### src/rtl/router_alloc_pkg.sv
// Shared types, port indices and the cyclic priority pick used by the output allocators.
package router_alloc_pkg;

    localparam int unsigned LOCAL      = 0;
    localparam int unsigned NORTH      = 1;
    localparam int unsigned SOUTH      = 2;
    localparam int unsigned EAST       = 3;
    localparam int unsigned WEST       = 4;
    localparam int unsigned NUM_PORTS  = WEST + 1;
    localparam int unsigned PORT_IDX_W = $clog2(NUM_PORTS);
    localparam int unsigned CAND_W     = PORT_IDX_W + 1;

    typedef enum logic {
        IDLE   = 1'b0,
        LOCKED = 1'b1
    } alloc_state_e;

    typedef struct packed {
        logic                  valid;
        logic [PORT_IDX_W-1:0] idx;
        logic [NUM_PORTS-1:0]  onehot;
    } rr_pick_t;

    // First set bit of elig[n-1:0] searched cyclically upward from ptr (ptr < n).
    function automatic rr_pick_t rr_pick(input logic [NUM_PORTS-1:0]  elig,
                                         input logic [PORT_IDX_W-1:0] ptr,
                                         input int unsigned           n);
        rr_pick_t          pick;
        logic [CAND_W-1:0] cand;
        pick = '0;
        for (int unsigned k = 0; k < NUM_PORTS; k++) begin
            cand = CAND_W'(ptr) + CAND_W'(k);
            if (cand >= CAND_W'(n)) begin
                cand = cand - CAND_W'(n);
            end
            if (!pick.valid && (k < n) && elig[cand[PORT_IDX_W-1:0]]) begin
                pick.valid                          = 1'b1;
                pick.idx                            = cand[PORT_IDX_W-1:0];
                pick.onehot[cand[PORT_IDX_W-1:0]]   = 1'b1;
            end
        end
        return pick;
    endfunction

endpackage

### src/rtl/rr_arbiter.sv
// Combinational round-robin pick; the pointer register is owned by the caller.
module rr_arbiter
    import router_alloc_pkg::*;
#(
    parameter int unsigned NUM_INPUTS = NUM_PORTS,
    parameter int unsigned IDX_WIDTH  = $clog2(NUM_INPUTS)
) (
    input  logic [NUM_INPUTS-1:0] elig,
    input  logic [IDX_WIDTH-1:0]  ptr,
    output logic [NUM_INPUTS-1:0] gnt_c,
    output logic [IDX_WIDTH-1:0]  idx_c,
    output logic                  valid_c
);

    rr_pick_t pick;

    always_comb begin
        pick    = rr_pick(NUM_PORTS'(elig), PORT_IDX_W'(ptr), NUM_INPUTS);
        gnt_c   = NUM_INPUTS'(pick.onehot);
        idx_c   = IDX_WIDTH'(pick.idx);
        valid_c = pick.valid;
    end

endmodule

### src/rtl/output_port_allocator.sv
// Per-output switch allocator: round-robin packet lock, credit gating and crossbar select.
module output_port_allocator
    import router_alloc_pkg::*;
#(
    parameter int unsigned NUM_INPUTS        = 5,
    parameter int unsigned FLIT_BUFFER_DEPTH = 2,
    parameter int unsigned IDX_WIDTH         = $clog2(NUM_INPUTS),
    parameter int unsigned CRED_WIDTH        = $clog2(FLIT_BUFFER_DEPTH + 1)
) (
    input  logic                  clk,
    input  logic                  rst_n,
    input  logic [NUM_INPUTS-1:0] req,
    input  logic [NUM_INPUTS-1:0] req_tail,
    input  logic [NUM_INPUTS-1:0] turn_disable,
    input  logic                  credit_in,
    output logic [NUM_INPUTS-1:0] grant,
    output logic [IDX_WIDTH-1:0]  sel,
    output logic                  fire,
    output logic                  fire_tail,
    output logic                  locked,
    output logic [CRED_WIDTH-1:0] credits,
    output logic                  credit_err
);

    localparam logic [CRED_WIDTH-1:0] CRED_FULL = CRED_WIDTH'(FLIT_BUFFER_DEPTH);
    localparam logic [IDX_WIDTH-1:0]  IDX_LAST  = IDX_WIDTH'(NUM_INPUTS - 1);
    localparam logic [IDX_WIDTH-1:0]  IDX_FIRST = IDX_WIDTH'(LOCAL);

    alloc_state_e          state_q, state_d;
    logic [IDX_WIDTH-1:0]  rr_ptr_q, rr_ptr_d;
    logic [IDX_WIDTH-1:0]  owner_q, owner_d;
    logic [CRED_WIDTH-1:0] credits_q, credits_d;
    logic                  credit_err_q, credit_err_d;

    logic [NUM_INPUTS-1:0] elig;
    logic [NUM_INPUTS-1:0] arb_gnt;
    logic [IDX_WIDTH-1:0]  arb_idx;
    logic                  arb_valid;
    logic                  has_credit;
    logic [IDX_WIDTH-1:0]  win_idx;

    assign elig       = req & ~turn_disable;
    assign has_credit = (credits_q != '0);

    rr_arbiter #(
        .NUM_INPUTS (NUM_INPUTS),
        .IDX_WIDTH  (IDX_WIDTH)
    ) u_rr_arbiter (
        .elig    (elig),
        .ptr     (rr_ptr_q),
        .gnt_c   (arb_gnt),
        .idx_c   (arb_idx),
        .valid_c (arb_valid)
    );

    always_ff @(posedge clk or negedge rst_n) begin
        if (!rst_n) begin
            state_q      <= IDLE;
            rr_ptr_q     <= IDX_FIRST;
            owner_q      <= IDX_FIRST;
            credits_q    <= CRED_FULL;
            credit_err_q <= 1'b0;
        end else begin
            state_q      <= state_d;
            rr_ptr_q     <= rr_ptr_d;
            owner_q      <= owner_d;
            credits_q    <= credits_d;
            credit_err_q <= credit_err_d;
        end
    end

    // Grant selection, lock tracking and credit accounting.
    always_comb begin
        state_d      = state_q;
        rr_ptr_d     = rr_ptr_q;
        owner_d      = owner_q;
        credits_d    = credits_q;
        credit_err_d = credit_err_q;
        grant        = '0;
        win_idx      = owner_q;
        fire         = 1'b0;
        fire_tail    = 1'b0;

        case (state_q)
            IDLE: begin
                if (has_credit && arb_valid) begin
                    grant   = arb_gnt;
                    win_idx = arb_idx;
                end
            end
            LOCKED: begin
                // Owner keeps the output; turn_disable only matters at packet start.
                if (has_credit && req[owner_q]) begin
                    grant[owner_q] = 1'b1;
                end
            end
            default: begin
                state_d = IDLE;
            end
        endcase

        // Reset must silence the combinational grant path immediately.
        if (!rst_n) begin
            grant = '0;
        end

        fire = |grant;
        sel  = fire ? win_idx : owner_q;

        if (fire) begin
            owner_d   = win_idx;
            fire_tail = req_tail[win_idx];
            if (req_tail[win_idx]) begin
                state_d  = IDLE;
                rr_ptr_d = (win_idx == IDX_LAST) ? IDX_FIRST : win_idx + IDX_WIDTH'(1);
            end else begin
                state_d = LOCKED;
            end
        end

        if (fire && !credit_in) begin
            credits_d = credits_q - CRED_WIDTH'(1);
        end else if (!fire && credit_in) begin
            if (credits_q == CRED_FULL) begin
                credit_err_d = 1'b1;
            end else begin
                credits_d = credits_q + CRED_WIDTH'(1);
            end
        end
    end

    assign locked     = (state_q == LOCKED);
    assign credits    = credits_q;
    assign credit_err = credit_err_q;

endmodule

### config.mk
export PLATFORM = sky130hd
export DESIGN_NAME = output_port_allocator
export DESIGN_NICKNAME = d
export VERILOG_FILES = /design/src/rtl/router_alloc_pkg.sv /design/src/rtl/rr_arbiter.sv /design/src/rtl/output_port_allocator.sv
export SDC_FILE = /design/constraint.sdc
export NUM_CORES = 1
export LEC_CHECK = 0
export ABC_CLOCK_PERIOD_IN_PS = 6100
export CAP_MARGIN = 20
export CORE_UTILIZATION = 50
export CTS_CLUSTER_SIZE = 14
export DETAILED_ROUTE_END_ITERATION = 10
export PLACE_DENSITY_LB_ADDON = 0.3
export REMOVE_ABC_BUFFERS = 1
export SYNTH_ARGS = -nofsm -noshare
export SYNTH_HDL_FRONTEND = slang
export SYNTH_SLANG_ARGS = --single-unit
export TNS_END_PERCENT = 100
### constraint.sdc
create_clock -name clk -period 6.1 [get_ports clk]
set_input_delay 0.61 -clock clk [delete_from_list [all_inputs] [get_ports clk]]
set_output_delay 0.61 -clock clk [all_outputs]
set_load 0.01 [all_outputs]
==> results.toml, run 1 <==
[cells_and_area]
layout.area.seq_um2 = 254
multi_input_comb_area_um2 = 2040
final_layout_size_suffix_gt1_frac = 0.134
area_growth_syn_to_layout_pct = 15.9
final.fill_count = 427
nNetsFinal = 368
insertedDiodeCount = 0
fin_area_um2 = 2800

[grt]
globalRoute.totalOverflow = 0
track_usage = 0.306
grt_start_max_net_pins = 18
number_of_global_route_vias_before_repair = 2444
grt_first_pass_wirelength_um = 12200
grt_antenna_before_repair = 0

[drt]
route.met2.wl_um = 3720
drc = 0
met3_wirelength_um = 461
wirelength_um = 7640
drtIter0Drc = 201
post_drt_via_cell_ratio = 6.84
final_antenna_net_count = 0
vias = 2661
number_of_iterations_in_the_first_detailed_routing_pass = 5
detail_route.wl_per_cell_um = 19.6
highest_layer = "met4"
routedLengthMet1_um = 3140

[clock_tree]
clkTransAtPathRegs_ps = 50
clock_path_buffers = 2
clock_tree_from_tritoncts = "built"
insertion_delay_ps = 240
cts.root.buffer_cell = "clkbuf_8"
cts_num_sinks = 10
cts_max_level = 1
tritoncts.num_buffers = 3

[worst_setup_path]
arrival_ps = 5130
critPathLaunch = "rr_ptr_q[1]"
timing.rr.end = "credits[1]"
path_max_fanout = 14
path_class = "flip-flop to output pin"
rr_worst_depth = 16
rr_startpoint = "rr_ptr_q[1]"
crit_path_end_kind = "output pin"
worst_setup_path_start_kind = "flip-flop"
r2r_slack_ps = 830
worst-endpoint-required_ps = 5490

[placed_design]
dp_hpwl_um = 5940
post-place-ws_ps = 427
placement.io_buffers = 31
gp_routability_congestion = 0.996
instance_area_after_placement_um2 = 2740

[timing]
finalHoldViolations = 0
clock.fmax_mhz = 174
period_needed_ps = 5740
period_utilization_post_route = 0.940
worst_pin_slew_ps = 798
final.hold.worst_slack_ps = 484
worst_clock_skew_ps = 0.505
setup_ws_ps = 365
final_number_of_setup_violating_endpoints = 0
maxSlewHeadroom = 0.454
timing.final.max_slew_violations = 0

[hold_path]
hold_end = "credit_err"
worstHoldPathCells = 1
worst_hold_startpoint = "credit_err"
timing.hold.worst.class = "flip-flop to flip-flop"

[floorplanning]
die_width_um = 71.6
core_ar_um2 = 4500
fp.dieH_um = 71.6
rows = 24
start_util = 0.537
io_pins = 32
dieArea_um2 = 5120

[synthesis]
postSynthRegisterBits = 10
synth_common_cells = "nor2_1 (26), nand2_1 (22), a21oi_1 (17), inv_1 (17), o21ai_0 (15)"
mappedNetlistArea_um2 = 2420
synth_edf_count = 0
synth_top_flop_cell = "dfrtp_1"
yosysMostFrequentCell = "nor2_1"
top_area_cell_type_share_of_the_netlist_area = 0.0931
synth_area_leaders = "dfrtp_1 (9.3%), ha_1 (5.7%), mux2i_1 (4.6%)"
synth.yosys.seq_area_share = 0.104
async_flop_share = 1.00
ys_types = 83
synth_cells = 310
syn-mean-instance-area_um2 = 7.81
yosysWarnings = 0
synthDominantAreaCellType = "dfrtp_1"

[job]
cap_violations = 0

[run_status]
status = "completed"
[worst max-delay path, cell delays in order (launching register included)]
cell             delay [ps]
dfrtp_2                 550
inv_1                   210
ha_2                    240
ha_1                    430
a211oi_1                520
nor2_1                  170
nand4b_1                260
nand2_1                 180
mux2_2                  390
a221oi_2                280
o21ai_2                 120
a2111oi_2               540
nand2_2                 190
a21oi_1                 230
clkdlybuf4s50_1         570
[final cells by class]
cell class	count	share of cell area
Multi-Input combinational cell	272	0.727
Inverter	19	0.0263
Clock buffer	4	0.0196
Tap cell	52	0.0232
Timing Repair Buffer	32	0.113
Sequential cell	10	0.0906
[timing repair]
item / in CTS / in global routing
hold buffers: 0 / 0
setup buffers: 0 / 0
setup endpoints to repair: 0 / 4
resized for setup: 0 / 4
hold endpoints to repair: 0 / 0
[worst max-delay path by stage]
stage	end	slack, ps	depth (start not counted)
finish	sel[0]	360	14
CTS	sel[0]	130	14
global route	sel[0]	-10	14
detailed placement	sel[0]	430	14
floorplan	credits[1]	1320	16
global placement	sel[0]	560	14
[layout by cell type (no fill, tap or decap), types with 4 or more instances in the layout]
cell type / Yosys / final
nand4_1: 9 / 9
or3_1: 4 / 4
nand2_1: 22 / 22
nor2_1: 26 / 26
nor3_1: 4 / 4
o21ai_1: 8 / 8
o21a_1: 5 / 5
nor2b_1: 12 / 12
clkbuf_8: 0 / 4
nand2b_1: 11 / 11
o21bai_1: 4 / 4
inv_1: 17 / 17
a211oi_1: 7 / 7
o21ai_0: 15 / 15
ha_1: 11 / 10
nand3_1: 11 / 11
mux2i_1: 11 / 11
and2_1: 4 / 4
clkdlybuf4s50_1: 0 / 31
a21oi_1: 17 / 17
dfrtp_1: 9 / 7
[stage by stage]
step / cells / utilization / setup TNS (ps)
2_1_floorplan: 301 / - / 0
3_3_place_gp: 385 / 0.608 / 0
3_5_place_dp: 385 / 0.608 / 0
4_1_cts: 389 / 0.620 / 0
5_1_grt: 389 / 0.623 / -14.0
6_report: 389 / 0.623 / 0
[metal layers]
metal  vias up  GRT usage
met3        27     0.0267
li1       1259          -
met5         -          0
met4         0      0.174
met2       118      0.513
met1      1257      0.388
[flip-flops by register name, summed over array words and instances, names as in the netlist]
register,flops
locked,1
credits,2
rr_ptr_q,3
credit_err,1
owner_q,3
[logic make-up after synthesis]
kind of cell               count (synthesis)  share of synthesized area
buffers and inverters                     28                     0.0574
xor gates and xnor gates                   4                     0.0145
DFF                                       10                      0.104
adders and majority gates                 12                     0.0651
and+or+nand+nor                          132                      0.315
AOI/OAI and AO/OA                        107                      0.361
muxes                                     17                     0.0827
Power of run 1 is left out: the tool's default activity adds up to more than one toggle a clock period on the data nets, which glitch-free logic cannot reach.
==> inputs of run 2 (changes only) <==
--- a/config.mk
+++ b/config.mk
@@ -10,6 +10,8 @@
 export CORE_UTILIZATION = 50
 export CTS_CLUSTER_SIZE = 14
 export DETAILED_ROUTE_END_ITERATION = 10
+export DONT_BUFFER_PORTS = 1
+export HOLD_SLACK_MARGIN = 0.06
 export PLACE_DENSITY_LB_ADDON = 0.3
 export REMOVE_ABC_BUFFERS = 1
 export SYNTH_ARGS = -nofsm -noshare
==> results.toml, run 2 (synthesis results as in run 1) <==
[cells_and_area]
final_common_cell = "nor2_1"
final_layout_size_suffix_gt1_frac = 0.134
insertedDiodeCount = 0
finish.cell_count_without_fillers = 359
utilization = 0.553
nNetsFinal = 338
most-common-layout-cells = "nor2_1 (26), nand2_1 (22), inv_1 (17), a21oi_1 (17), o21ai_0 (15)"
area_growth_syn_to_layout_pct = 3.00

[hold_path]
timing.hold.worst.class = "input pin to async pin"

[worst_setup_path]
worst-endpoint-required_ps = 5490
crit_path_end_kind = "output pin"
worst_setup_path_start_kind = "flip-flop"
arrival_ps = 4690
worstPathCellList = "inv_1 -> ha_1 -> ha_1 -> a211oi_1 -> nor2_1 -> nand4b_1 -> nand2_1 -> mux2_2 -> a221oi_2 -> o21ai_2 -> a2111oi_2 -> nand2_2 -> a21oi_1"
critical_path.max_stage_delay_ps = 660
cp_common_cell = "ha_1"
crit_path_top_delay_cell = "dfrtp_1"
path_max_fanout = 14
path_class = "flip-flop to output pin"

[timing]
final_number_of_setup_violating_endpoints = 0
grt_setup_unrepaired = "no"
period_needed_ps = 5300
final.setup.tns_ps = 0
worst_pin_slew_ps = 734
clock.fmax_mhz = 189
setup_ws_ps = 798
period_utilization_post_route = 0.869
maxSlewHeadroom = 0.498
timing.final.max_slew_violations = 0
finalHoldViolations = 0
worst_clock_skew_ps = 2.38

[floorplanning]
io_pins = 32
die_width_um = 71.6
core_ar_um2 = 4500
dieArea_um2 = 5120
start_util = 0.537
fp.dieH_um = 71.6
rows = 24

[drt]
detail_route.wl_per_cell_um = 19.1
wirelength_um = 6870
drc = 0
number_of_iterations_in_the_first_detailed_routing_pass = 4
drtIter0Drc = 176
final_antenna_net_count = 0
post_drt_via_cell_ratio = 6.91
vias = 2481

[grt]
number_of_global_route_vias_before_repair = 2346
globalRoute.totalOverflow = 0
grt_start_max_net_pins = 27
grt_antenna_before_repair = 0
track_usage = 0.283
grt_first_pass_wirelength_um = 11400

[job]
cap_violations = 0

[clock_tree]
post_cts_setup_inserts = 0
clkTransAtPathRegs_ps = 50
cts_num_sinks = 10
cts.hold.buffers_added = 1
clock_tree_from_tritoncts = "built"
tritoncts.num_buffers = 3
cts.root.buffer_cell = "clkbuf_8"
clock_path_buffers = 2
post_cts.resized_instances = 0
insertion_delay_ps = 240
cts_max_level = 1

[placed_design]
placement.io_buffers = 0
dp_hpwl_um = 5340
gp_routability_congestion = 1.00
post-place-ws_ps = 975
placed_cells = 354

[run_status]
status = "completed"
-- run 2: area by class of cell --
class	count	area, um2
inverters	19	73.8
multi-input cells	272	2030
flip-flops and latches	10	251
well taps	52	65.1
clock buffers	4	55.1
fillers	437	2010
repair buffers	2	17.5
-- run 2: final timing paths --
| check | from | to | slack [ps] | depth (start not counted) |
|---|---|---|---|---|
| setup reg to reg | rr_ptr_q[1] | credits[1] | 920 | 16 |
| hold / removal | rst_n | credits[1] | 210 | 0 |
| min in group clk | credit_err | credit_err | 550 | 1 |
| setup / recovery | rr_ptr_q[1] | sel[0] | 800 | 13 |
| max in group asynchronous | rst_n | owner_q[1] | 5060 | 1 |
| hold reg to reg | credit_err | credit_err | 550 | 1 |
-- run 2: metrics by stage --
step | area [um2] | hold slack, ps
2_1_floorplan | 2350 | 314
3_3_place_gp | 2430 | 315
3_5_place_dp | 2430 | 315
4_1_cts | 2490 | 204
5_1_grt | 2490 | 199
6_report | 2490 | 209
-- run 2: critical path, delay by kind of cell, from the launching register on --
| family | cells | cell delay, ps |
|---|---|---|
| AO/OA/AOI/OAI | 5 | 1650 |
| adder cells (fa/ha/maj) | 2 | 710 |
| buffers and inverters | 1 | 260 |
| flip-flops | 1 | 660 |
| multiplexers | 1 | 370 |
| AND/OR/NAND/NOR | 4 | 810 |
-- run 2: metal layers --
| metal | part of all wire | global-route usage |
|---|---|---|
| met1 | 0.43 | 0.354 |
| met2 | 0.48 | 0.476 |
| met3 | 0.052 | 0.0253 |
| met4 | 0.042 | 0.168 |
| met5 | 0 | 0 |
Power of run 2 is left out for the same reason.
==> inputs of run 3 (changes only) <==
--- a/config.mk
+++ b/config.mk
@@ -5,8 +5,9 @@
 export SDC_FILE = /design/constraint.sdc
 export NUM_CORES = 1
 export LEC_CHECK = 0
-export ABC_CLOCK_PERIOD_IN_PS = 6100
+export ABC_AREA = 1
 export CAP_MARGIN = 20
+export CORE_MARGIN = 1
 export CORE_UTILIZATION = 50
 export CTS_CLUSTER_SIZE = 14
 export DETAILED_ROUTE_END_ITERATION = 10
==> results.toml, run 3 <==
[cells_and_area]
insertedDiodeCount = 0
final_common_cell = "nand2_1"
area_growth_syn_to_layout_pct = 4.45
most-common-layout-cells = "nand2_1 (104), inv_1 (43), nand3_1 (42)"
final_layout_size_suffix_gt1_frac = 0.190
nNetsFinal = 388

[timing]
period_utilization_post_route = 0.781
worst_pin_slew_ps = 630
period_needed_ps = 4760
final.setup.tns_ps = 0
timing.final.max_slew_violations = 0
final_number_of_setup_violating_endpoints = 0
grt_setup_unrepaired = "no"
clock.fmax_mhz = 210
worst_clock_skew_ps = 6.39
finalHoldViolations = 0
maxSlewHeadroom = 0.580

[floorplanning]
io_pins = 32
core_ar_um2 = 4060
die_width_um = 67.4
dieArea_um2 = 4540
fp.dieH_um = 67.4
rows = 23
start_util = 0.526

[synthesis]
synth_area_leaders = "nand2_1 (18%), dfrtp_1 (11%), nand3_1 (9.8%)"
yosysMostFrequentCell = "nand2_1"
synthDominantAreaCellType = "nand2_1"
synth_edf_count = 0
synth.yosys.seq_area_share = 0.118
synth_top_flop_cell = "dfrtp_1"
postSynthRegisterBits = 10
top_area_cell_type_share_of_the_netlist_area = 0.183
mappedNetlistArea_um2 = 2140
synth_common_cells = "nand2_1 (104), inv_1 (43), nand3_1 (42), nor2_1 (33), nand2_2 (12)"
async_flop_share = 1.00
yosysWarnings = 0
ys_types = 40
synth_cells = 354
syn-mean-instance-area_um2 = 6.03

[clock_tree]
post_cts_setup_inserts = 0
cts_max_level = 1
cts_num_sinks = 10
clock_tree_from_tritoncts = "built"
clock_path_buffers = 2
tritoncts.num_buffers = 3
clkTransAtPathRegs_ps = 50
cts.root.buffer_cell = "clkbuf_8"
post_cts.resized_instances = 0
cts.hold.buffers_added = 0
insertion_delay_ps = 240

[drt]
drtIter0Drc = 162
post_drt_via_cell_ratio = 5.49
drc = 0
detail_route.wl_per_cell_um = 13.0
vias = 2236
final_antenna_net_count = 0
number_of_iterations_in_the_first_detailed_routing_pass = 4
wirelength_um = 5270

[grt]
track_usage = 0.259
grt_start_max_net_pins = 16
gr-usage-met3 = 0.0321
grt_util_met2 = 0.471
globalRoute.totalOverflow = 0
grt_antenna_before_repair = 0
globalRouteMet1Util = 0.309
grt_first_pass_wirelength_um = 9070
grt.busiest_layer = "met2"
number_of_global_route_vias_before_repair = 2188

[worst_setup_path]
worst-endpoint-required_ps = 5490
crit_path_end_kind = "output pin"
path_max_fanout = 14
critical_path.max_stage_delay_ps = 740
worstPathCellList = "inv_2 -> ha_1 -> ha_1 -> inv_1 -> a21oi_2 -> nor2_1 -> nand2_1 -> nand3_2 -> nand2_2 -> o21ai_0 -> nor2_1 -> nand3_1 -> nand2_1 -> nand2_1 -> nand2_1 -> nand2_1 -> nor2_2 -> nand2_4 -> o21ai_0"
critPathTopFamily = "simple AND/OR/NAND/NOR gates"
worst_setup_path_start_kind = "flip-flop"
cp_common_cell = "nand2_1"
crit_path_top_delay_cell = "dfrtp_1"
arrival_ps = 4150
worst_path_bufs_invs = 2
path_class = "flip-flop to output pin"

[job]
cap_violations = 0

[placed_design]
placement.io_buffers = 0
dp_hpwl_um = 4450
gp_routability_congestion = 0.990

[run_status]
status = "completed"

[hold_path]
timing.hold.worst.class = "input pin to async pin"
-- run 3: logic make-up after synthesis --
logic type | count (synthesis) | synth area share
adders and majority gates | 12 | 0.0738
buffers and inverters | 59 | 0.114
and+or+nand+nor | 234 | 0.552
AOI/OAI and AO/OA | 37 | 0.125
xor gates and xnor gates | 2 | 0.0170
DFF | 10 | 0.118
-- run 3: path summary, 6_finish.rpt --
kind | from | end | slack [ps] | cells after the start
worst max-delay path | rr_ptr_q[0] | sel[0] | 1340 | 19
worst min-delay path | rst_n | owner_q[2] | 70 | 0
worst max register to register | rr_ptr_q[0] | credits[1] | 1860 | 24
worst min register to register | credits[1] | credits[1] | 510 | 2
max in group asynchronous | rst_n | credits[0] | 5080 | 1
min in group clk | credits[1] | credits[1] | 510 | 2
-- run 3: stage by stage --
| step | worst slack, ps | hold WS (ps) | instance area, um2 | utilization | cells |
|---|---|---|---|---|---|
| after floorplan | 2150 | 314 | 2110 | - | 352 |
| after global placement | 1750 | 315 | 2180 | 0.536 | 402 |
| after detailed placement | 1660 | 315 | 2180 | 0.536 | 402 |
| after CTS | 1390 | 61.6 | 2220 | 0.547 | 406 |
| after global routing | 942 | 60.3 | 2230 | 0.550 | 407 |
| final | 1340 | 73.5 | 2230 | 0.550 | 407 |
-- run 3: cell type report --
| type | instances | area, um2 |
|---|---|---|
| fillers | 416 | 1830 |
| multi-input cells | 285 | 1640 |
| flip-flops and latches | 10 | 251 |
| inverters | 57 | 221 |
| well taps | 50 | 62.6 |
| clock buffers | 4 | 45.0 |
| repair buffers | 1 | 10.0 |
-- run 3: worst reg2reg max path, delay by kind of cell, from the launching register on --
| kind | cells | cell delay [ps] |
|---|---|---|
| AO/OA/AOI/OAI | 2 | 360 |
| adder cells (fa/ha/maj) | 3 | 840 |
| buffers and inverters | 4 | 510 |
| flip-flops | 1 | 740 |
| AND/OR/NAND/NOR | 15 | 1700 |
-- run 3: layer usage --
layer,part of all wire,up-vias
li1,-,1155
met1,0.44,1001
met2,0.49,74
met3,0.061,6
met4,0.014,0
met5,0,-
Power of run 3 is left out for the same reason.
